File: src/rtl/alu_req_arbiter_pkg.sv
// Shared types and constants for the two-requester ALU front end.
package alu_arb_pkg;
  typedef enum logic [1:0] {S_IDLE = 2'd0, S_EXEC = 2'd1, S_RESP = 2'd2} state_t;

  localparam logic [3:0] ADD = 4'b0000;
  localparam logic [3:0] SUB = 4'b0001;
  localparam logic [3:0] MUL = 4'b0010;
  localparam logic [3:0] DIV = 4'b0011;
  localparam logic [7:0] ERR_RESULT = 8'hFF;

  // Requests that never reach the ALU: unknown opcode or divide by zero.
  function automatic logic op_err(input logic [3:0] sel, input logic [7:0] b);
    return (sel > DIV) || ((sel == DIV) && (b == 8'h00));
  endfunction
endpackage

File: src/rtl/alu_req_arbiter_if.sv
// Request/response bundle between two requesters and the arbiter.
interface alu_req_arbiter_if;
  logic [1:0]       req_valid;
  logic [1:0]       req_ready;
  logic [1:0][7:0]  req_a;
  logic [1:0][7:0]  req_b;
  logic [1:0][3:0]  req_sel;
  logic [1:0]       rsp_valid;
  logic [1:0]       rsp_ready;
  logic [7:0]       rsp_result;
  logic             rsp_carry;
  logic             rsp_err;

  modport master (
    output req_valid, req_a, req_b, req_sel, rsp_ready,
    input  req_ready, rsp_valid, rsp_result, rsp_carry, rsp_err
  );
  modport slave (
    input  req_valid, req_a, req_b, req_sel, rsp_ready,
    output req_ready, rsp_valid, rsp_result, rsp_carry, rsp_err
  );
endinterface

File: src/rtl/alu_req_arbiter_rr.sv
// Two-way round-robin picker: ptr names the requester favoured on a tie.
module rr_arb2 (
  input  logic [1:0] valid,
  input  logic       ptr,
  output logic [1:0] grant
);
  assign grant[0] = valid[0] & (~valid[1] | ~ptr);
  assign grant[1] = valid[1] & (~valid[0] |  ptr);
endmodule

File: src/rtl/alu_req_arbiter.sv
// Shares one registered ALU between two requesters, one transaction at a time.
module alu_req_arbiter
  import alu_arb_pkg::*;
#(
  parameter int ALU_LAT = 1
) (
  input  logic               clock,
  input  logic               reset,
  alu_req_arbiter_if.slave   bus,
  output logic [7:0]         alu_a,
  output logic [7:0]         alu_b,
  output logic [3:0]         alu_sel,
  input  logic [7:0]         alu_out,
  input  logic               alu_carry
);
  localparam int CW = (ALU_LAT < 1) ? 1 : $clog2(ALU_LAT + 1);
  localparam logic [CW-1:0] LAST = CW'(ALU_LAT);

  state_t          state_q, state_d;
  logic            ptr_q, gid_q;
  logic [CW-1:0]   cnt_q;
  logic [7:0]      res_q;
  logic            carry_q, err_q;
  logic [1:0]      grant;
  logic            win_id, accept, acc_err, done;
  logic [7:0]      a_in, b_in;
  logic [3:0]      sel_in;

  rr_arb2 u_rr (.valid(bus.req_valid), .ptr(ptr_q), .grant(grant));

  assign win_id  = grant[1];
  assign a_in    = bus.req_a[win_id];
  assign b_in    = bus.req_b[win_id];
  assign sel_in  = bus.req_sel[win_id];
  assign acc_err = op_err(sel_in, b_in);

  always_ff @(posedge clock or posedge reset) begin
    if (reset) state_q <= S_IDLE;
    else       state_q <= state_d;
  end

  always_comb begin
    state_d = state_q;
    accept  = 1'b0;
    done    = 1'b0;
    case (state_q)
      S_IDLE: if (|grant) begin
        accept  = 1'b1;
        state_d = acc_err ? S_RESP : S_EXEC;
      end
      S_EXEC: if (cnt_q == LAST) begin
        done    = 1'b1;
        state_d = S_RESP;
      end
      S_RESP: if (bus.rsp_ready[gid_q]) state_d = S_IDLE;
      default: state_d = S_IDLE;
    endcase
  end

  assign bus.req_ready  = (state_q == S_IDLE) ? grant : 2'b00;
  assign bus.rsp_valid  = (state_q == S_RESP) ? (gid_q ? 2'b10 : 2'b01) : 2'b00;
  assign bus.rsp_result = res_q;
  assign bus.rsp_carry  = carry_q;
  assign bus.rsp_err    = err_q;

  // ALU operands only move on a legal accept, so errored requests leave them untouched.
  always_ff @(posedge clock or posedge reset) begin
    if (reset) begin
      ptr_q   <= 1'b0;
      gid_q   <= 1'b0;
      cnt_q   <= '0;
      res_q   <= 8'h00;
      carry_q <= 1'b0;
      err_q   <= 1'b0;
      alu_a   <= 8'h00;
      alu_b   <= 8'h00;
      alu_sel <= 4'b0000;
    end else begin
      if (accept) begin
        gid_q <= win_id;
        ptr_q <= ~win_id;
        cnt_q <= '0;
        if (acc_err) begin
          res_q   <= ERR_RESULT;
          carry_q <= 1'b0;
          err_q   <= 1'b1;
        end else begin
          alu_a   <= a_in;
          alu_b   <= b_in;
          alu_sel <= sel_in;
        end
      end
      if (state_q == S_EXEC) cnt_q <= cnt_q + CW'(1);
      if (done) begin
        res_q   <= alu_out;
        carry_q <= (alu_sel == ADD) & alu_carry;
        err_q   <= 1'b0;
      end
    end
  end
endmodule

File: src/flat_wrapper.sv
// flat-port wrapper written by rule: the top's interface ports become plain ports
module alu_req_arbiter_flat import alu_arb_pkg::*;
#(
  parameter int ALU_LAT = 1
)
  (clock, reset, alu_a, alu_b, alu_sel, alu_out, alu_carry, bus_req_valid, bus_req_a, bus_req_b, bus_req_sel, bus_rsp_ready, bus_req_ready, bus_rsp_valid, bus_rsp_result, bus_rsp_carry, bus_rsp_err);
  alu_req_arbiter_if bus_i ();
  input  logic clock;
  input  logic reset;
  output logic [7:0] alu_a;
  output logic [7:0] alu_b;
  output logic [3:0] alu_sel;
  input  logic [7:0] alu_out;
  input  logic alu_carry;
  input wire logic [$bits(bus_i.req_valid)-1:0] bus_req_valid;
  input wire logic [$bits(bus_i.req_a)-1:0] bus_req_a;
  input wire logic [$bits(bus_i.req_b)-1:0] bus_req_b;
  input wire logic [$bits(bus_i.req_sel)-1:0] bus_req_sel;
  input wire logic [$bits(bus_i.rsp_ready)-1:0] bus_rsp_ready;
  output wire logic [$bits(bus_i.req_ready)-1:0] bus_req_ready;
  output wire logic [$bits(bus_i.rsp_valid)-1:0] bus_rsp_valid;
  output wire logic [$bits(bus_i.rsp_result)-1:0] bus_rsp_result;
  output wire logic [$bits(bus_i.rsp_carry)-1:0] bus_rsp_carry;
  output wire logic [$bits(bus_i.rsp_err)-1:0] bus_rsp_err;
  assign bus_i.req_valid = bus_req_valid;
  assign bus_i.req_a = bus_req_a;
  assign bus_i.req_b = bus_req_b;
  assign bus_i.req_sel = bus_req_sel;
  assign bus_i.rsp_ready = bus_rsp_ready;
  assign bus_req_ready = bus_i.req_ready;
  assign bus_rsp_valid = bus_i.rsp_valid;
  assign bus_rsp_result = bus_i.rsp_result;
  assign bus_rsp_carry = bus_i.rsp_carry;
  assign bus_rsp_err = bus_i.rsp_err;
  alu_req_arbiter #(.ALU_LAT(ALU_LAT)) u_core (.clock(clock), .reset(reset), .bus(bus_i), .alu_a(alu_a), .alu_b(alu_b), .alu_sel(alu_sel), .alu_out(alu_out), .alu_carry(alu_carry));
endmodule
File: config.mk
export PLATFORM = sky130hd
export DESIGN_NAME = alu_req_arbiter_flat
export DESIGN_NICKNAME = d
export VERILOG_FILES = /design/src/rtl/alu_req_arbiter_pkg.sv /design/src/rtl/alu_req_arbiter_if.sv /design/src/rtl/alu_req_arbiter_rr.sv /design/src/rtl/alu_req_arbiter.sv /design/src/flat_wrapper.sv
export SDC_FILE = /design/constraint.sdc
export NUM_CORES = 1
export LEC_CHECK = 0
export ABC_AREA = 1
export CAP_MARGIN = 10
export CORE_ASPECT_RATIO = 1.1
export CORE_MARGIN = 2
export CORE_UTILIZATION = 37
export CTS_CLUSTER_DIAMETER = 40
export DETAILED_ROUTE_END_ITERATION = 10
export PLACE_DENSITY = 0.77
export SKIP_LAST_GASP = 1
export SYNTH_ARGS = -nofsm -noshare
export SYNTH_HDL_FRONTEND = slang
export SYNTH_HIERARCHICAL = 1
export SYNTH_SLANG_ARGS = --single-unit
File: constraint.sdc
create_clock -name clock -period 1.6 [get_ports clock]
set_input_delay 0.32 -clock clock [delete_from_list [all_inputs] [get_ports clock]]
set_output_delay 0.32 -clock clock [all_outputs]
set_load 0.02 [all_outputs]
Word level (Yosys, flattened, before mapping)
Index checks and enable logic that the tools add are counted.
{ "totals": {"register_bits": 35, "inputBits": 55, "out_inout_bits": 34, "word_cells": 73} }
{ "classes": {"n_addsub": 1, "n_lt_le_gt_ge": 3, "eq_ne": 6, "mux": 31, "bitwise_logic": 10, "reduce_logical": 12} }
{ "op_table": {"columns": ["cell", "n"], "rows": [
  ["$mux W8", 7],
  ["$mux W1", 14],
  ["$mux W2", 7],
  ["$logic_not A8 Y1", 1],
  ["$mux W4", 2],
  ["$ne A2 B1 Y1 const B", 3],
  ["$pmux W2 S3", 1],
  ["$reduce_bool A2 Y1", 3],
  ["$not A1 Y1", 5],
  ["$eq A4 B2 Y1 const B", 1],
  ["$gt A4 B2 Y1 const B", 1],
  ["$logic_not A4 Y1", 1],
  ["$lt A1 B2 Y1 const B", 2],
  ["$reduce_and A2 Y1", 2],
  ["$and A1 B1 Y1", 3],
  ["$reduce_and A3 Y1", 1],
  ["$eq A2 B1 Y1 const B", 1],
  ["$eq A2 B2 Y1 const B", 1],
  ["$logic_not A2 Y1", 1],
  ["$or A1 B1 Y1", 2],
  ["$reduce_or A2 Y1", 1],
  ["$add A1 B1 Y1 const B", 1],
  ["$logic_and A1 B1 Y1", 1],
  ["$logic_or A1 B1 Y1", 1]
]} }

Depth between registers and ports, before layout
{ "depth": {"word_depth": 11, "depth_mapped": 15, "mapped_depth_nobuf": 13} }

Modules after synthesis
Netlist, hierarchy kept.
{ "by_module_without_submodules": {"columns": ["mod", "instances", "cells_per_inst", "area_per_inst_um2", "seq_area_each_um2"], "rows": [
  ["alu_req_arbiter", 1, 238, 1839.3, 875.8],
  ["rr_arb2", 1, 5, 20.0, 0.0]
]} }

Worst setup path before layout
Ideal clock, no wire load.
{ "synth_timing": {"path_kind": "input -> register", "startpoint": "in bus_req_valid[0]", "endpoint": "reg u_core.alu_a[0]", "setup_time_ns": 0.122, "t_arrival_ns": 1.651, "required_ns": 1.478, "slack_ns": -0.173, "path_stages": 13, "n_path_buf": 3, "cell_sequence": "inv_1 nand2_1 nand2_1 inv_2 buf_6 nor2_2 inv_1 nand2_1 nand3_1 buf_4 buf_6 nand2_1 o21ai_2"} }
{ "synth_via": {"elab_chain_len": 10, "elab_cells_between_ends": 20, "classes_between": "order compare (1); eq/ne (1); mux (8); bitwise (5); reduce/logical (5)"} }
{ "synth_rtl": {"columns": ["element", "line_no", "rtl"], "rows": [
  ["start: declaration", "flat_wrapper.sv:15", "input wire logic [$bits(bus_i.req_valid)-1:0] bus_req_valid;"],
  ["$not A1 Y1 *", "alu_req_arbiter_rr.sv:8", "assign grant[1] = valid[1] & (~valid[0] | ptr);"],
  ["$or A1 B1 Y1 *", "alu_req_arbiter_rr.sv:8", null],
  ["$and A1 B1 Y1 *", "alu_req_arbiter_rr.sv:8", null],
  ["via u_core.grant[1]", "alu_req_arbiter.sv:24", "logic [1:0] grant;"],
  ["parallel branches: the longest is 7 deep, another holds $gt A4 B2 Y1", null, null],
  ["end signal: assignment", "alu_req_arbiter.sv:88", "alu_a <= a_in;"],
  ["end: declaration", "alu_req_arbiter.sv:10", "output logic [7:0] alu_a,"]
]} }
Mark *: on every way through the listed nets, which the timed path passes. The select of a mux whose other input is x is not followed.
A chain may end at the register's enable or synchronous reset.

Worst setup path in the final report
{ "layout_timing": {"startpoint": "reg u_core.ptr_q", "endpoint": "reg u_core.alu_b[1]"} }
{ "layout_via": {"elab_chain_len": 9, "elab_cells_between_ends": 19, "classes_between": "order compare (1); eq/ne (1); mux (6); bitwise (6); reduce/logical (5)"} }
{ "layout_rtl": {"columns": ["element", "line_no", "rtl"], "rows": [
  ["start: declaration", "alu_req_arbiter.sv:20", "logic ptr_q, gid_q;"],
  ["start signal: assignment", "alu_req_arbiter.sv:81", "ptr_q <= ~win_id;"],
  ["$or A1 B1 Y1 *", "alu_req_arbiter_rr.sv:8", null],
  ["$and A1 B1 Y1 *", "alu_req_arbiter_rr.sv:8", null],
  ["via u_core.grant[1]", "alu_req_arbiter.sv:24", null],
  ["parallel branches: the longest is 7 deep, another holds $gt A4 B2 Y1", null, null],
  ["end signal: assignment", "alu_req_arbiter.sv:89", "alu_b <= b_in;"],
  ["end: declaration", "alu_req_arbiter.sv:11", "output logic [7:0] alu_b,"]
]} }
Marks and branches as above.

==> flow_summary.yaml <==
critical_path:
  worstSetupPathType: "reg -> reg"
  critPathLaunchType: "flop"
  worst_setup_path_end_kind: "flop"
  critical_path_arrival_ns: 2.03
  critPathMaxFanout: 7
  worstPathRequired_ns: 1.81
finish:
  n_antenna_cell: 0
  layout_commonest_cell: "nand2_1"
  post-route-util_pct: 71.4
  fin_cells: 439
  area.growth.synth_to_final_pct: 89.5
  final_cell_mix: "nand2_1, clkdlybuf4s50_1, buf_4, dfrtp_1, inv_1"
  final_area_um2: 3520
  final_nets: 435
  post_route_cells_drive_above_1_share_pct: 31.8
logic_synthesis:
  synthTopCellsByArea: "dfrtp_1, nand2_1, inv_1, nand3_1, mux2i_1"
  netlist_area_um2: 1860
  syn_avg_cell_area_um2: 7.65
  synth.top_cell.area_share_pct: 47.1
  synth_cell_types: 21
  yosysTopAreaCell: "dfrtp_1"
  async_flop_share_pct: 100
  synth-main-ff-cell: "dfrtp_1"
  synth-edff-count: 0
  syn_nets: 298
  ys_warn_count: 6
  ys_seq_elements: 35
  synth_cells: 243
  synth-seq-area-share_pct: 47.1
clock_tree:
  cts_tree: "yes"
  cts_inserted_buffers: 5
  htree_num_levels: 2
  cts_num_sinks: 35
  clkSlewWorstSetupHoldPaths_ns: 0.07
  clock_latency_ns: 0.28
  cts_root_buf: "clkbuf_8"
  cts.path.max_buffers: 2
placed_design:
  dp_slack_ns: -0.665
  dp_cells: 406
  gp_congestion: 0.786
  dp_hpwl_mm: 3.68
  placed_area_um2: 3000
  io_buffer_count: 88
routing:
  ant_nets: 0
  via_per_inst: 4.77
  wl_mm: 5.85
  drc: 0
  dr_total_vias: 2094
  first_pass_iters: 4
  drt_iter0_drc: 153
  wl_per_cell_um: 13.3
job:
  drv_cap: 0
timing:
  hold_violations: 0
  clock.fmax_mhz: 550
  tightest_slew_ns: 0.370
  setup_tns_ns: -4.82
  rsz0062_at_grt: "yes"
  drv_slew: 0
  finalSetupViolCount: 34
  period_minus_slack_ns: 1.82
  fin_crit_sh_pct: 114
  worst_slack_ns: -0.217
  clock_skew_ns: 0.00345
  hold_ws_ns: 0.369
  max-slew-margin-rel_pct: 75.3
status:
  violations: "negative setup slack"
  status: "complete, but fails checks"
power_and_ir_drop:
  seq_power_share_pct: 27.2
  swShare_pct: 40.3
  leakagePower_nw: 1.95
  power.internal_mw: 3.30
  power.switching_mw: 2.23
  power.total_mw: 5.53
  clkPwrFrac_pct: 12.7
  powerDensity_nw_per_um2: 1570
  ir_drop_v: 0.000984
  power_frac_comb_pct: 60.1
floorplan:
  row_count: 27
  die_y_um: 78.3
  core_area_um2: 4930
  die_x_um: 71.6
  pin_count: 89
  start_util_pct: 37.7
  fp.dieArea_um2: 5610
global_routing:
  grt_pass1_wl_mm: 9.12
  grt_antenna_before_repair: 0
  grt_max_degree: 36
  grt_overflow: 0
  grt_use_total_pct: 20.9
  grt_pass1_vias: 2077
worst_hold_path:
  hp-class: "in -> async"
## path summary, 6_finish.rpt
check	startpoint	slack [ns]	end	cells after the start
max in group asynchronous	reset	1.05	u_core/alu_b[6]	3
setup reg to reg	u_core/ptr_q	-0.22	u_core/alu_b[1]	12
hold reg to reg	u_core/alu_a[3]	0.48	u_core/alu_a[3]	2
setup / recovery	u_core/ptr_q	-0.22	u_core/alu_b[1]	12
hold / removal	reset	0.37	u_core/alu_a[3]	3
min in group clock	u_core/alu_a[3]	0.48	u_core/alu_a[3]	2
## sequential cells by signal, indices dropped and copies added (netlist names), 2 cells and up
| register | cells |
|---|---|
| u_core/alu_a | 8 |
| u_core/alu_b | 8 |
| u_core/alu_sel | 4 |
| u_core/state_q | 2 |
| u_core/bus.rsp_result | 8 |
## routing by layer
metal | up-vias | part of all wire, % | track usage (%)
li1 | 1031 | - | -
met2 | 74 | 53 | 37.6
met3 | 20 | 6.8 | 5.78
met1 | 969 | 38 | 22.4
met4 | 0 | 2.8 | 9.81
met5 | - | 0 | 0
## area by class of cell
class,instances,area (µm²)
sequential,35,876
clock buffer,8,100
fill,363,1410
timing repair buffer,139,1380
inverter,33,131
tap,58,72.6
multi-input combinational,166,960
## timing repair
item / CTS / global route
cloned: 3 / 1
setup endpoints to repair: 40 / 54
gates resized for setup: 63 / 33
pin swaps: 13 / 6
hold buffers: 0 / 0
buffers inserted: 18 / 3
## power by group through the flow
stage | combinational (mW) | clock [mW] | sequential [mW]
global placement | 2.80 | 0 | 1.51
detailed placement | 2.85 | 0 | 1.50
finish | 3.32 | 0.700 | 1.50
CTS | 3.24 | 0.713 | 1.50
floorplan | 1.13 | 0 | 1.90
global route | 3.57 | 0.766 | 1.55
## cells by family (layout without fill, tap and decap cells)
| family | Yosys count | after routing | share of synthesized area, % |
|---|---|---|---|
| and+or+nand+nor | 136 | 136 | 30.8 |
| buffers and inverters | 42 | 180 | 10.1 |
| DFF | 35 | 35 | 47.1 |
| AOI/OAI and AO/OA | 22 | 22 | 7.74 |
| muxes | 8 | 8 | 4.31 |
## cell usage after synthesis (2+ instances only)
| library cell | number |
|---|---|
| a21oi_1 | 2 |
| buf_2 | 3 |
| buf_4 | 3 |
| buf_6 | 2 |
| dfrtp_1 | 35 |
| inv_1 | 32 |
| mux2i_1 | 8 |
| nand2_1 | 87 |
| nand3_1 | 23 |
| nor2_1 | 13 |
| o21ai_0 | 10 |
| o21ai_2 | 9 |
| or2_2 | 8 |
## worst max-delay path, cell delays in order (launching register included)
cell     delay (ns)
dfrtp_1        0.39
nand2_2        0.08
nand2_4        0.11
buf_12         0.17
nand2_4        0.07
nand2_4        0.04
buf_4          0.13
buf_4          0.13
buf_4          0.12
buf_4          0.13
buf_4          0.13
buf_4          0.12
o21ai_1        0.12
Note: power is estimated with default switching activity, not from simulation.
